**config.mk**
```make
export PLATFORM = sky130hd
export DESIGN_NAME = rename_port_arbiter
export DESIGN_NICKNAME = d
export VERILOG_FILES = /design/src/rtl/rename_port_arbiter_pkg.sv /design/src/rtl/rename_port_arbiter_rr_picker.sv /design/src/rtl/rename_port_arbiter.sv
export SDC_FILE = /design/constraint.sdc
export NUM_CORES = 1
export LEC_CHECK = 0
export CAP_MARGIN = 20
export CORE_ASPECT_RATIO = 1.75
export CORE_MARGIN = 10
export CORE_UTILIZATION = 35
export DETAILED_ROUTE_END_ITERATION = 8
export MAX_ROUTING_LAYER = met4
export PLACE_DENSITY_LB_ADDON = 0.1
export SLEW_MARGIN = 20
export SYNTH_ARGS = -nofsm -noshare
export SYNTH_HDL_FRONTEND = slang
export SYNTH_SLANG_ARGS = --single-unit
```
**constraint.sdc**
```tcl
create_clock -name clk -period 3.2 [get_ports clk]
set_input_delay 0.64 -clock clk [delete_from_list [all_inputs] [get_ports clk]]
set_output_delay 0.64 -clock clk [all_outputs]
set_load 0.01 [all_outputs]
```
**src/rtl/rename_port_arbiter_pkg.sv**
```systemverilog
// Shared widths, requester indices and FSM encodings for the rename-port arbiter.
package rename_arb_pkg;

    localparam int REG_IDX_W = 5;
    localparam int ROB_TAG_W = 4;

    localparam int REQ_ALU    = 0;
    localparam int REQ_LSB    = 1;
    localparam int REQ_SIMPLE = 2;

    localparam logic [1:0] IDLE  = 2'd0;
    localparam logic [1:0] ISSUE = 2'd1;
    localparam logic [1:0] WAIT  = 2'd2;

endpackage

```
**src/rtl/rename_port_arbiter_rr_picker.sv**
```systemverilog
// Combinational round-robin selector: first set bit of mask at or after ptr, wrapping.
module rr_picker #(
    parameter int N  = 3,
    parameter int IW = 2
) (
    input  logic [N-1:0]  mask,
    input  logic [IW-1:0] ptr,
    output logic [N-1:0]  onehot,
    output logic [IW-1:0] idx,
    output logic          any
);

    logic [IW-1:0] cand;

    always_comb begin
        onehot = '0;
        idx    = '0;
        any    = 1'b0;
        cand   = '0;
        for (int i = 0; i < N; i++) begin
            cand = IW'((int'(ptr) + i) % N);
            if (!any && mask[cand]) begin
                any          = 1'b1;
                idx          = cand;
                onehot[cand] = 1'b1;
            end
        end
    end

endmodule

```
**src/rtl/rename_port_arbiter.sv**
```systemverilog
// Shares the register file's single rename/operand-lookup port among N_REQ issue requesters.
// state | meaning
// IDLE  | arbitrate among pending requests (excluding the one just completed)
// ISSUE | rename_need high for exactly this cycle
// WAIT  | wait for matching rename_finish / simple_ins_commit or timeout
module rename_port_arbiter
    import rename_arb_pkg::*;
#(
    parameter int N_REQ          = 3,
    parameter int TIMEOUT_CYCLES = 15
) (
    input  logic                        clk,
    input  logic                        rst,
    input  logic                        rdy,
    input  logic                        register_flush,
    input  logic [N_REQ-1:0]            req,
    input  logic [N_REQ-1:0]            req_is_simple,
    input  logic [N_REQ-1:0]            req_is_branch_or_store,
    input  logic [N_REQ-1:0]            req_op1_flag,
    input  logic [N_REQ-1:0]            req_op2_flag,
    input  logic [REG_IDX_W*N_REQ-1:0]  req_op1_reg,
    input  logic [REG_IDX_W*N_REQ-1:0]  req_op2_reg,
    input  logic [REG_IDX_W*N_REQ-1:0]  req_rd,
    input  logic [ROB_TAG_W*N_REQ-1:0]  req_rd_rename,
    input  logic [ROB_TAG_W*N_REQ-1:0]  req_id,
    output logic [N_REQ-1:0]            grant,
    output logic [N_REQ-1:0]            done,
    output logic                        rename_timeout,
    output logic                        rename_need,
    output logic                        rename_need_ins_is_simple,
    output logic                        rename_need_ins_is_branch_or_store,
    output logic [ROB_TAG_W-1:0]        rename_need_id,
    output logic                        operand_1_flag,
    output logic                        operand_2_flag,
    output logic [REG_IDX_W-1:0]        operand_1_reg,
    output logic [REG_IDX_W-1:0]        operand_2_reg,
    output logic [REG_IDX_W-1:0]        new_ins_rd,
    output logic [ROB_TAG_W-1:0]        new_ins_rd_rename,
    input  logic                        rename_finish,
    input  logic                        simple_ins_commit,
    input  logic [ROB_TAG_W-1:0]        rename_finish_id,
    input  logic [ROB_TAG_W-1:0]        simple_ins_rename
);

    localparam int PTR_W = (N_REQ > 1) ? $clog2(N_REQ) : 1;
    localparam int CNT_W = $clog2(TIMEOUT_CYCLES + 1);

    logic [1:0]       state_q;
    logic [PTR_W-1:0] ptr_q;
    logic [PTR_W-1:0] win_q;
    logic [CNT_W-1:0] cnt_q;
    logic [N_REQ-1:0] done_q;
    logic             timeout_q;

    logic [N_REQ-1:0] pick_oh;
    logic [PTR_W-1:0] pick_idx;
    logic             pick_any;
    logic [PTR_W-1:0] nxt_ptr;
    logic             resp_match;

    logic                 pay_simple, pay_bos, pay_f1, pay_f2;
    logic [REG_IDX_W-1:0] pay_r1, pay_r2, pay_rd;
    logic [ROB_TAG_W-1:0] pay_rdr, pay_id;

    // The requester being told done this cycle must not be re-picked off its stale req.
    rr_picker #(.N(N_REQ), .IW(PTR_W)) u_rr_picker (
        .mask   (req & ~done_q),
        .ptr    (ptr_q),
        .onehot (pick_oh),
        .idx    (pick_idx),
        .any    (pick_any)
    );

    always_comb begin
        pay_simple = 1'b0;
        pay_bos    = 1'b0;
        pay_f1     = 1'b0;
        pay_f2     = 1'b0;
        pay_r1     = '0;
        pay_r2     = '0;
        pay_rd     = '0;
        pay_rdr    = '0;
        pay_id     = '0;
        for (int i = 0; i < N_REQ; i++) begin
            if (pick_oh[i]) begin
                pay_simple = req_is_simple[i];
                pay_bos    = req_is_branch_or_store[i];
                pay_f1     = req_op1_flag[i];
                pay_f2     = req_op2_flag[i];
                pay_r1     = req_op1_reg[i*REG_IDX_W +: REG_IDX_W];
                pay_r2     = req_op2_reg[i*REG_IDX_W +: REG_IDX_W];
                pay_rd     = req_rd[i*REG_IDX_W +: REG_IDX_W];
                pay_rdr    = req_rd_rename[i*ROB_TAG_W +: ROB_TAG_W];
                pay_id     = req_id[i*ROB_TAG_W +: ROB_TAG_W];
            end
        end
    end

    assign resp_match = rename_need_ins_is_simple
                      ? (simple_ins_commit && (simple_ins_rename == new_ins_rd_rename))
                      : (rename_finish && (rename_finish_id == rename_need_id));

    assign nxt_ptr = (win_q == PTR_W'(N_REQ - 1)) ? '0 : win_q + 1'b1;

    assign done           = done_q & {N_REQ{rdy}};
    assign rename_timeout = timeout_q & rdy;

    always_ff @(posedge clk or posedge rst) begin
        if (rst) begin
            state_q                            <= IDLE;
            ptr_q                              <= '0;
            win_q                              <= '0;
            cnt_q                              <= '0;
            done_q                             <= '0;
            timeout_q                          <= 1'b0;
            grant                              <= '0;
            rename_need                        <= 1'b0;
            rename_need_ins_is_simple          <= 1'b0;
            rename_need_ins_is_branch_or_store <= 1'b0;
            rename_need_id                     <= '0;
            operand_1_flag                     <= 1'b0;
            operand_2_flag                     <= 1'b0;
            operand_1_reg                      <= '0;
            operand_2_reg                      <= '0;
            new_ins_rd                         <= '0;
            new_ins_rd_rename                  <= '0;
        end else if (rdy) begin
            done_q    <= '0;
            timeout_q <= 1'b0;
            if (register_flush) begin
                state_q     <= IDLE;
                rename_need <= 1'b0;
                grant       <= '0;
                cnt_q       <= '0;
            end else begin
                case (state_q)
                    IDLE: begin
                        if (pick_any) begin
                            state_q                            <= ISSUE;
                            win_q                              <= pick_idx;
                            grant                              <= pick_oh;
                            rename_need                        <= 1'b1;
                            rename_need_ins_is_simple          <= pay_simple;
                            rename_need_ins_is_branch_or_store <= pay_bos;
                            rename_need_id                     <= pay_id;
                            operand_1_flag                     <= pay_f1;
                            operand_2_flag                     <= pay_f2;
                            operand_1_reg                      <= pay_r1;
                            operand_2_reg                      <= pay_r2;
                            new_ins_rd                         <= pay_rd;
                            new_ins_rd_rename                  <= pay_rdr;
                        end else begin
                            grant <= '0;
                        end
                    end
                    ISSUE: begin
                        rename_need <= 1'b0;
                        cnt_q       <= '0;
                        state_q     <= WAIT;
                    end
                    WAIT: begin
                        if (resp_match) begin
                            done_q  <= grant;
                            ptr_q   <= nxt_ptr;
                            state_q <= IDLE;
                        end else begin
                            cnt_q <= cnt_q + 1'b1;
                            if (cnt_q == CNT_W'(TIMEOUT_CYCLES - 1)) begin
                                timeout_q <= 1'b1;
                                grant     <= '0;
                                ptr_q     <= nxt_ptr;
                                state_q   <= IDLE;
                            end
                        end
                    end
                    default: state_q <= IDLE;
                endcase
            end
        end
    end

endmodule

```
Word-level counts from Yosys, hierarchy flattened
Index checks and enable logic that the tools add are counted.
{"block": "totals", "wordCells": 142, "register_bits": 45, "input_bits": 98, "out_inout_bits": 35}
{"block": "classes", "addsub": 4, "eq_ne": 10, "n_lt_le_gt_ge": 6, "div_mod_pow": 3, "reduce_logical": 20, "n_mux": 75, "bitwise_logic": 7}
{"op": "$mod 32x3->32 const B", "count": 2}
{"op": "$mux 5", "count": 9}
{"op": "$mod 3x3->32 const B", "count": 1}
{"op": "$mux 4", "count": 8}
{"op": "$mux 3", "count": 10}
{"op": "$mux 1", "count": 28}
{"op": "$mux 2", "count": 10}
{"op": "$reduce_and 4->1", "count": 3}
{"op": "$lt 2x3->1 const B", "count": 3}
{"op": "$ne 3x3->1 const B", "count": 3}
{"op": "$reduce_and 3->1", "count": 3}
{"op": "$reduce_bool 3->1", "count": 3}
{"op": "$eq 4x4->1", "count": 2}
{"op": "$pmux 4 s2", "count": 1}
{"op": "$logic_and 1x1->1", "count": 7}
{"op": "$and 3x3->3", "count": 2}
{"op": "$bmux 1 s2", "count": 3}
{"op": "$demux 1 s2", "count": 3}
{"op": "$ge 2x1->1 const B", "count": 3}
{"op": "$or 3x3->3", "count": 2}
{"op": "$pmux 2 s3", "count": 1}
{"op": "$pmux 3 s2", "count": 1}
{"op": "$add 4x1->4 const B", "count": 1}
{"op": "$eq 2x2->1 const B", "count": 2}
{"op": "13 further kinds", "count": 14}

Depth between registers and ports, before layout
Gate-level depths: netlist (run 1).
{"block": "logic_depth", "depth_word": 14, "ltp_mapped": 11}

Hierarchy
From an unflattened synthesis (run 1), not the netlist that was laid out.
{"block": "unflattened", "hier_cells": 321, "area_unflattened_um2": 2786.4}
{"mod": "rename_port_arbiter", "cells_each": 268, "area_per_inst_um2": 2438.6, "instances": 1}
{"mod": "rr_picker", "cells_each": 53, "area_per_inst_um2": 347.8, "instances": 1}

Worst setup path before layout (run 1)
No wires, ideal clock.
{"block": "synth_timing", "path_kind": "input to register", "from": "input port simple_ins_rename[3]", "to": "register ptr_q[0]", "stages": 6, "path_buffers": 0, "setup_ns": 0.128, "path_slack_ns": 0.923, "arrival_time_ns": 2.149, "cell_sequence": "inv_1 -> a222oi_1 -> or4b_1 -> and2_1 -> a21oi_2 -> mux2_1"}
{"block": "synth_via", "elab_chain_len": 5, "word_cells_on_any_way": 6, "classes_between": "1 x eq/ne; 2 x mux; 3 x reduce/logical"}
{"element": "start, declared", "line": "rename_port_arbiter.sv:42", "source": "input logic [ROB_TAG_W-1:0] simple_ins_rename"}
{"element": "$eq 4x4->1 (*)", "line": "rename_port_arbiter.sv:100", "source": "? (simple_ins_commit && (simple_ins_rename == new_ins_rd_rename))"}
{"element": "$logic_and 1x1->1 (*)", "line": "rename_port_arbiter.sv:100"}
{"element": "$mux 1 (*)", "line": "rename_port_arbiter.sv:100"}
{"element": "$reduce_bool 2->1 (no line)"}
{"element": "$reduce_and 4->1 (no line)"}
{"element": "end signal, assigned", "line": "rename_port_arbiter.sv:164", "source": "ptr_q <= nxt_ptr;"}
{"element": "end signal, assigned", "line": "rename_port_arbiter.sv:171", "source": "ptr_q <= nxt_ptr;"}
{"element": "end, declared", "line": "rename_port_arbiter.sv:49", "source": "logic [PTR_W-1:0] ptr_q;"}
Every way passes the cells marked *; elsewhere a longest branch is shown, timed or not.
A chain may end at the register's enable or synchronous reset.

Worst setup path in the final report (run 1)
Ends and elaborated chain as after synthesis.

==> results of run 1 <==
## kinds of logic after synthesis
family          share of synthesized area [%]
compound gates                           28.3
xor+xnor                                 1.55
fa+ha+maj                                2.65
buf+inv                                  7.28
flops                                    39.7
mux                                      1.10
simple gates                             19.4
## layout make-up
class	instances	area (µm²)
inverter	17	63.8
clock inverter	2	35.0
timing repair buffer	144	1440
sequential	45	1130
tap	90	113
fill	745	3500
multi-input combinational	227	1510
clock buffer	5	125
## cell usage after synthesis, drive strengths merged, types with 6 or more instances
library cell and number:
nor2 9, buf 17, inv 17, nand2 13, a211oi 28, o21ai 12
ha 6, and2 6, nand3 34, a21oi 33, dfrtp 45, o22ai 33
## per-layer routing
metal,routed length [µm],global-route usage [%]
met1,4290,18.5
met2,5810,31.3
met3,681,4.88
met4,227,5.56
met5,0,-
## cell usage in the layout (no fill, tap or decap), types with 2 or more instances in the layout
| master | netlist | final |
|---|---|---|
| clkdlybuf4s50_1 | 0 | 132 |
| dfrtp_1 | 45 | 45 |
| nand3_1 | 34 | 34 |
| o22ai_1 | 33 | 33 |
| a21oi_1 | 32 | 31 |
| a211oi_1 | 27 | 27 |
| inv_1 | 17 | 16 |
| nand2_1 | 13 | 13 |
| buf_4 | 2 | 10 |
| nor2_1 | 8 | 8 |
| o21ai_0 | 8 | 8 |
| and2_1 | 6 | 6 |
| ha_1 | 6 | 6 |
| clkbuf_16 | 0 | 5 |
| nand2b_1 | 4 | 4 |
| a22o_1 | 4 | 4 |
| o21ai_1 | 4 | 4 |
| xor2_1 | 4 | 4 |
| nor2b_1 | 3 | 3 |
| nand4bb_1 | 3 | 3 |
| nor4b_1 | 3 | 3 |
| or2_1 | 2 | 2 |
| o211ai_1 | 2 | 2 |
| a21oi_2 | 1 | 2 |
| nor3_1 | 2 | 2 |
| mux2i_1 | 2 | 2 |
| buf_12 | 0 | 2 |
## stage by stage
stage | worst slack, ns | util (%) | instance area, µm² | power [mW]
after global routing | 0.350 | 55.7 | 4400 | 4.14
after global placement | 0.335 | 53.7 | 4240 | 3.31
after detailed placement | 0.297 | 53.7 | 4240 | 3.32
after CTS | 0.549 | 55.7 | 4400 | 3.93
final | 0.584 | 55.7 | 4400 | 3.89
after floorplan | 0.923 | - | 2830 | 2.35
## worst paths after layout
check	startpoint	endpoint	slack [ns]	depth (start not counted)
worst max-delay path	simple_ins_rename[3]	ptr_q[0]	0.58	7
worst min-delay path	timeout_q	timeout_q	0.48	1
worst max register to register	ptr_q[1]	operand_1_reg[3]	0.59	9
worst min register to register	timeout_q	timeout_q	0.48	1
max in group asynchronous	rst	win_q[1]	1.89	3
min in group asynchronous	rst	rename_need_ins_is_branch_or_store	0.71	2
## power by group through the flow
stage,clock network [mW],registers [mW],logic (mW)
global placement,0,1.00,2.31
finish,0.582,0.999,2.31
detailed placement,0,1.01,2.32
floorplan,0,1.06,1.29
global route,0.619,1.03,2.49
CTS,0.593,1.00,2.33
## critical path: cells and delay by family
kind,cells,cell delay [ns]
multiplexers,1,0.34
AO/OA/AOI/OAI,2,0.47
buffers and inverters,2,0.50
AND/OR/NAND/NOR,2,0.82
==> impl_metrics.ini, run 1 <==
[clock_network]
cts_buffer_depth = 2
cts_buffers = 5
root_buffer = clkbuf_16
cts_setup_buffers = 0
clk_pin_slew_ns = 0.06
cts_max_level = 2
clk_latency_ns = 0.29
clock-sinks = 45
cts-resized-gates = 0
ctsHoldBuffers = 0
cts_tree = yes

[final_layout]
diodes = 0
area_growth_pct = 55.4
drive_gt1_share_pct = 6.82
nets = 544
stdcell_count = 530

[pwr]
power_leakage_nw = 1.72
switching_power_mw = 1.65
p_int_mw = 2.24
seq_power_share_pct = 25.7
power.share.clock_pct = 15.0
combPwrFrac_pct = 59.4
ir_worst_vdd_mv = 0.454
switching_share_pct = 42.4
powerDensity_mw_per_mm2 = 883

[logic_synthesis]
yosysTopAreaCellShare_pct = 39.7
synth_largest_area_cell = dfrtp_1
synth_edf_count = 0
synth_cells = 310
seq_area_frac_synth_pct = 39.7
netlist_area_mm2 = 0.00283
ys_top_cells_by_area = dfrtp_1 (40%), o22ai_1 (7.3%), a211oi_1 (7.2%)
synth_ff_type = dfrtp_1
ys_warn_count = 0
synth_nets = 414
yosys_register_bits = 45
syn_avg_cell_area_um2 = 9.14
yosysUniqueCellTypes = 53
synth-async-reset-ratio_pct = 100

[die]
rows = 43
start_util_pct = 35.8
fp.coreArea_mm2 = 0.00791
die_w_um = 88.0
chipHeight_um = 139
io_pins = 133
dieArea_mm2 = 0.0122

[worst_setup_path]
cp-start-kind = primary input
critPathRequiredTime_ns = 3.37
crit_path_end_kind = flop
cp_max_fo = 5
arrival_ns = 2.78
max_stage_delay_ns = 0.57
cp_cell_sequence = clkdlybuf4s50_1 -> inv_1 -> a222oi_1 -> or4b_1 -> and2_1 -> a21oi_2 -> mux2_1
cp_slowest_cell = or4b_1
worst-setup-path-type = primary input to flop

[timing]
rsz0062_at_grt = false
finalHoldViolCount = 0
min_period_over_period_pct = 81.8
finalSetupViolations = 0
slew_violations = 0
fin_crit_ns = 2.62
whs_ns = 0.482
maxSlewHeadroom_pct = 63.9
tightest_slew_ns = 0.541
setup_tns_ns = 0
fin_worst_skew_ns = 0.00607
max_freq_ghz = 0.382

[place]
dpl.hpwl_mm = 8.30
gp_congestion = 0.868
dp.cells = 523
port_buffers = 132

[route]
routed_wl_mm = 11.0
ant_nets = 0
routed_via_density = 5.68
drt_iter0_drc = 93
drc = 0
vias = 3013
routedWlPerCell_um = 20.8
drt-pass1-iter-count = 4

[min_path]
worstHoldPathType = flop to flop

[global_route]
grt_pass1_wl_mm = 16.9
grt_pass1_vias = 3265
antenna_found_initial = 0
grt-ovfl-total = 0
grt_max_degree = 35
track_usage_pct = 17.9

[run]
cap_violations = 0

[status]
outcome = complete, no violations
(Power assumes the default switching activity.)
==> run 2: changes to the inputs <==
Clock period 3.2 ns to 2.6 ns, I/O delays scaled along.
==> impl_metrics.ini, run 2 (synthesized netlist as in run 1, its figures left out) <==
[pwr]
powerDensity_mw_per_mm2 = 1100
power_leakage_nw = 1.80
total_power_mw = 5.04
ir_worst_vdd_mv = 0.685

[final_layout]
final_common_cell = clkdlybuf4s50_1
area_growth_pct = 62.3
drive_gt1_share_pct = 10.4
nets = 557
layout_common_cells = clkdlybuf4s50_1 (132), dfrtp_1 (45), nand3_1 (34)
diodes = 0

[die]
rows = 43
fp.coreArea_mm2 = 0.00791
start_util_pct = 35.8
chipHeight_um = 139
dieArea_mm2 = 0.0122
die_w_um = 88.0
io_pins = 133

[timing]
tightest_slew_ns = 0.603
finalHoldViolCount = 0
min_period_over_period_pct = 94.6
maxSlewHeadroom_pct = 59.8
rsz0062_at_grt = false
finalSetupViolations = 0
fin_worst_skew_ns = 0.00727
max_freq_ghz = 0.407
setup_tns_ns = 0
slew_violations = 0
fin_crit_ns = 2.46

[worst_setup_path]
critPathRequiredTime_ns = 2.81
arrival_ns = 2.67
max_stage_delay_ns = 0.47
cp_slowest_cell = a2111o_1
r2r_start = ptr_q[0]
cp-start-kind = flop
crit_path_end_kind = flop
cp_cell_sequence = inv_1 -> ha_2 -> nand4bb_1 -> a2111o_1 -> a31o_1 -> o221ai_2 -> buf_12 -> nand3_1 -> a21oi_1
worst-setup-path-type = flop to flop
cp_max_fo = 17
rr_endpoint = rename_need_id[2]
rrSetupSlack_ns = 0.14
reg2regPathDepth = 9

[place]
port_buffers = 132
dpl.hpwl_mm = 8.40
gp_congestion = 0.868

[clock_network]
cts_max_level = 2
cts_buffers = 5
cts_buffer_depth = 2
clk_latency_ns = 0.29
cts_tree = yes
ctsHoldBuffers = 0
root_buffer = clkbuf_16
clk_pin_slew_ns = 0.07
clock-sinks = 45

[status]
outcome = complete, no violations

[global_route]
grt_pass1_vias = 3397
grt_max_degree = 46
grt_pass1_wl_mm = 17.6
track_usage_pct = 18.4
grt-ovfl-total = 0
antenna_found_initial = 0

[min_path]
whs_endpoint = rename_need
holdPathStages = 2
holdCritStartpoint = rename_need
worstHoldPathType = flop to flop

[route]
drt_iter0_drc = 135
drt-pass1-iter-count = 5
vias = 3124
routed_via_density = 5.74
ant_nets = 0
routed_wl_mm = 11.1
drc = 0
routedWlPerCell_um = 20.4

[run]
cap_violations = 0
-- run 2: cell count changes in the layout (fill, tap and decap cells not counted), sizes merged --
cell and delta:
buf +13, clkbuf +1
-- run 2: worst max path at each step --
stage                                    start           endpoint  slack, ns  cells past startpoint
final                                 ptr_q[0]  rename_need_id[2]       0.14                      9
after global routing                  ptr_q[0]   operand_2_reg[2]      0.007                      9
after CTS                             ptr_q[0]   operand_1_reg[3]       0.09                      9
after detailed placement                req[0]  rename_need_id[1]      -0.04                      8
after global placement    simple_ins_rename[3]           ptr_q[0]      -0.03                      7
after floorplan                       ptr_q[0]      new_ins_rd[0]       0.34                     10
-- run 2: area by class of cell --
type / instances / area, µm²
clock buffer: 6 / 129
clock inverter: 2 / 38.8
timing repair buffer: 157 / 1600
fill: 722 / 3310
inverter: 17 / 63.8
tap: 90 / 113
sequential: 45 / 1130
multi-input combinational: 227 / 1530
-- run 2: through the flow --
stage / instances / util (%) / worst slack, ns / hold slack [ns] / cell area [µm²]
floorplan: 310 / - / 0.339 / 0.447 / 2830
global placement: 536 / 55.7 / -0.0286 / 0.468 / 4400
detailed placement: 536 / 55.7 / -0.0406 / 0.489 / 4400
CTS: 544 / 57.8 / 0.0911 / 0.506 / 4570
global route: 544 / 58.1 / 0.00654 / 0.529 / 4600
finish: 544 / 58.1 / 0.141 / 0.496 / 4600
-- run 2: what timing repair did --
| item | CTS | global route |
|---|---|---|
| setup endpoints to repair | 0 | 16 |
| setup buffers | 0 | 0 |
| gates resized for setup | 0 | 5 |
-- run 2: layer usage --
metal / up-vias / global-route usage (%) / wire length (µm) / part of all wire [%]
met5: - / - / 0 / 0
li1: 1462 / - / - / -
met3: 27 / 4.59 / 702 / 6.3
met1: 1506 / 19.5 / 4250 / 38
met2: 129 / 32.1 / 5880 / 53
met4: 0 / 5.56 / 265 / 2.4
-- run 2: report_power, final --
group          switching, mW  internal (mW)  total, mW
Sequential             0.238          0.995       1.23
Combinational           1.56           1.51       3.07
Clock                  0.282          0.456      0.738
-- run 2: critical path: cells and delay by family, from the launching register on --
| family | cells | cell delay, ns |
|---|---|---|
| fa+ha+maj | 1 | 0.33 |
| simple gates | 2 | 0.37 |
| compound gates | 4 | 0.97 |
| buf+inv | 2 | 0.30 |
| flops | 1 | 0.41 |
==> run 3: changes to the inputs <==
Settings changed: CORE_UTILIZATION 35 to 42.
==> impl_metrics.ini, run 3 (synthesized netlist as in run 1, its figures left out) <==
[die]
start_util_pct = 43.3
rows = 39
fp.coreArea_mm2 = 0.00654
chipHeight_um = 129
io_pins = 133
die_w_um = 82.1
dieArea_mm2 = 0.0106

[place]
port_buffers = 132
dp.cells = 526
post_dp_cell_area_mm2 = 0.00439
dpl.hpwl_mm = 8.03
gp_congestion = 0.827
place_ws_ns = -0.0693

[timing]
min_period_over_period_pct = 94.9
finalSetupViolations = 0
finalHoldViolCount = 0
maxSlewHeadroom_pct = 69.8
setup_slack_ns = 0.133
slew_violations = 0
fin_crit_ns = 2.47
max_freq_ghz = 0.405
fin_worst_skew_ns = 0.00364
tightest_slew_ns = 0.447

[pwr]
power.share.clock_pct = 13.4
ir_worst_vdd_mv = 0.750
combPwrFrac_pct = 62.1
switching_share_pct = 41.6
powerDensity_mw_per_mm2 = 1080
switching_power_mw = 2.05
seq_power_share_pct = 24.6
p_int_mw = 2.88
power_leakage_nw = 1.79

[clock_network]
cts_buffer_depth = 2
root_buffer = clkbuf_16
cts_buffers = 5
cts_tree = yes
clock-sinks = 45
ctsHoldBuffers = 0
clk_pin_slew_ns = 0.07
clk_latency_ns = 0.29
cts_max_level = 2

[worst_setup_path]
cp_cell_sequence = inv_1 -> ha_2 -> nor4bb_2 -> nor3b_1 -> and4_4 -> or2_1 -> buf_12 -> a211oi_1 -> a21oi_1
worst-setup-path-type = flop to flop
rr_endpoint = rename_need_id[0]
crit_path_end_kind = flop
reg2regPathDepth = 9
cp_slowest_cell = ha_2
critPathLaunch = ptr_q[0]
arrival_ns = 2.63
critPathRequiredTime_ns = 2.77
cp_max_fo = 20
cp-start-kind = flop
r2r_start = ptr_q[0]
rrSetupSlack_ns = 0.13
max_stage_delay_ns = 0.41

[route]
ant_nets = 0
routed_wl_mm = 10.6
drt_iter0_drc = 154
routed_via_density = 5.82
vias = 3106
routedWlPerCell_um = 19.8
drt-pass1-iter-count = 4
drc = 0

[global_route]
use_met2_pct = 35.5
grt_use_met3_pct = 5.72
antenna_found_initial = 0
grt_pass1_vias = 3227
grt_max_degree = 30
grt-ovfl-total = 0
grt_util_met1_pct = 21.0
grt_pass1_wl_mm = 16.4
track_usage_pct = 20.4
grt-busiest-layer = met2

[run]
cap_violations = 0

[final_layout]
drive_gt1_share_pct = 10.4
stdcell_count = 534
utilization_pct = 70.2
diodes = 0
design_area_mm2 = 0.00459
fillCellCount = 543
nets = 555
area_growth_pct = 61.9
final_common_cell = clkdlybuf4s50_1
layout_common_cells = clkdlybuf4s50_1 (132), dfrtp_1 (45), nand3_1 (34)

[status]
outcome = complete, no violations

[min_path]
worstHoldPathType = primary input to asynchronous set/reset pin
-- run 3: how the worst max path moves through the flow --
stage                              endpoint  slack [ns]  depth (start not counted)
after detailed placement  rename_need_id[0]       -0.07                          8
after global routing       operand_1_reg[3]       -0.01                          9
final                     rename_need_id[0]        0.13                          9
after CTS                 rename_need_id[0]        0.03                          9
after floorplan               new_ins_rd[0]        0.34                         10
after global placement             ptr_q[0]       -0.03                          7
-- run 3: repair_timing --
action	in CTS	in global routing
resized for setup	0	7
endpoints found under the setup margin	0	27
buffers inserted	0	0
-- run 3: final cells by class --
type	instances	area, µm²	share of cell area (%)
Clock buffer	5	125	2.73
Clock inverter	3	25.0	0.545
Inverter	17	63.8	1.39
Multi-Input combinational cell	227	1550	33.8
Sequential cell	45	1130	24.5
Tap cell	82	103	2.24
Timing Repair Buffer	155	1590	34.7
-- run 3: metal layers --
metal  up-vias  part of all wire, %
met3        19                  6.7
met2       120                   54
met1      1506                   37
li1       1461                    -
met4         0                  2.5
met5         -                    0
-- run 3: stage by stage --
stage               setup TNS, ns  hold slack [ns]  total power, mW
finish                          0            0.465             4.94
global route              -0.0143            0.482             5.27
CTS                             0            0.467             4.92
detailed placement         -0.517            0.466             4.23
global placement          -0.0757            0.463             4.19
floorplan                       0            0.447             2.89
-- run 3: power groups by stage --
stage / sequential [mW] / clock, mW / combinational [mW]
detailed placement: 1.22 / 0 / 3.02
global route: 1.25 / 0.698 / 3.32
floorplan: 1.30 / 0 / 1.59
finish: 1.21 / 0.660 / 3.06
CTS: 1.21 / 0.670 / 3.03
global placement: 1.21 / 0 / 2.98
-- run 3: critical path, delay by kind of cell (launching register included) --
family / cells / cell delay (ns)
and+or+nand+nor: 4 / 0.90
adders and majority gates: 1 / 0.41
DFF: 1 / 0.40
AOI/OAI and AO/OA: 2 / 0.38
buffers and inverters: 2 / 0.25
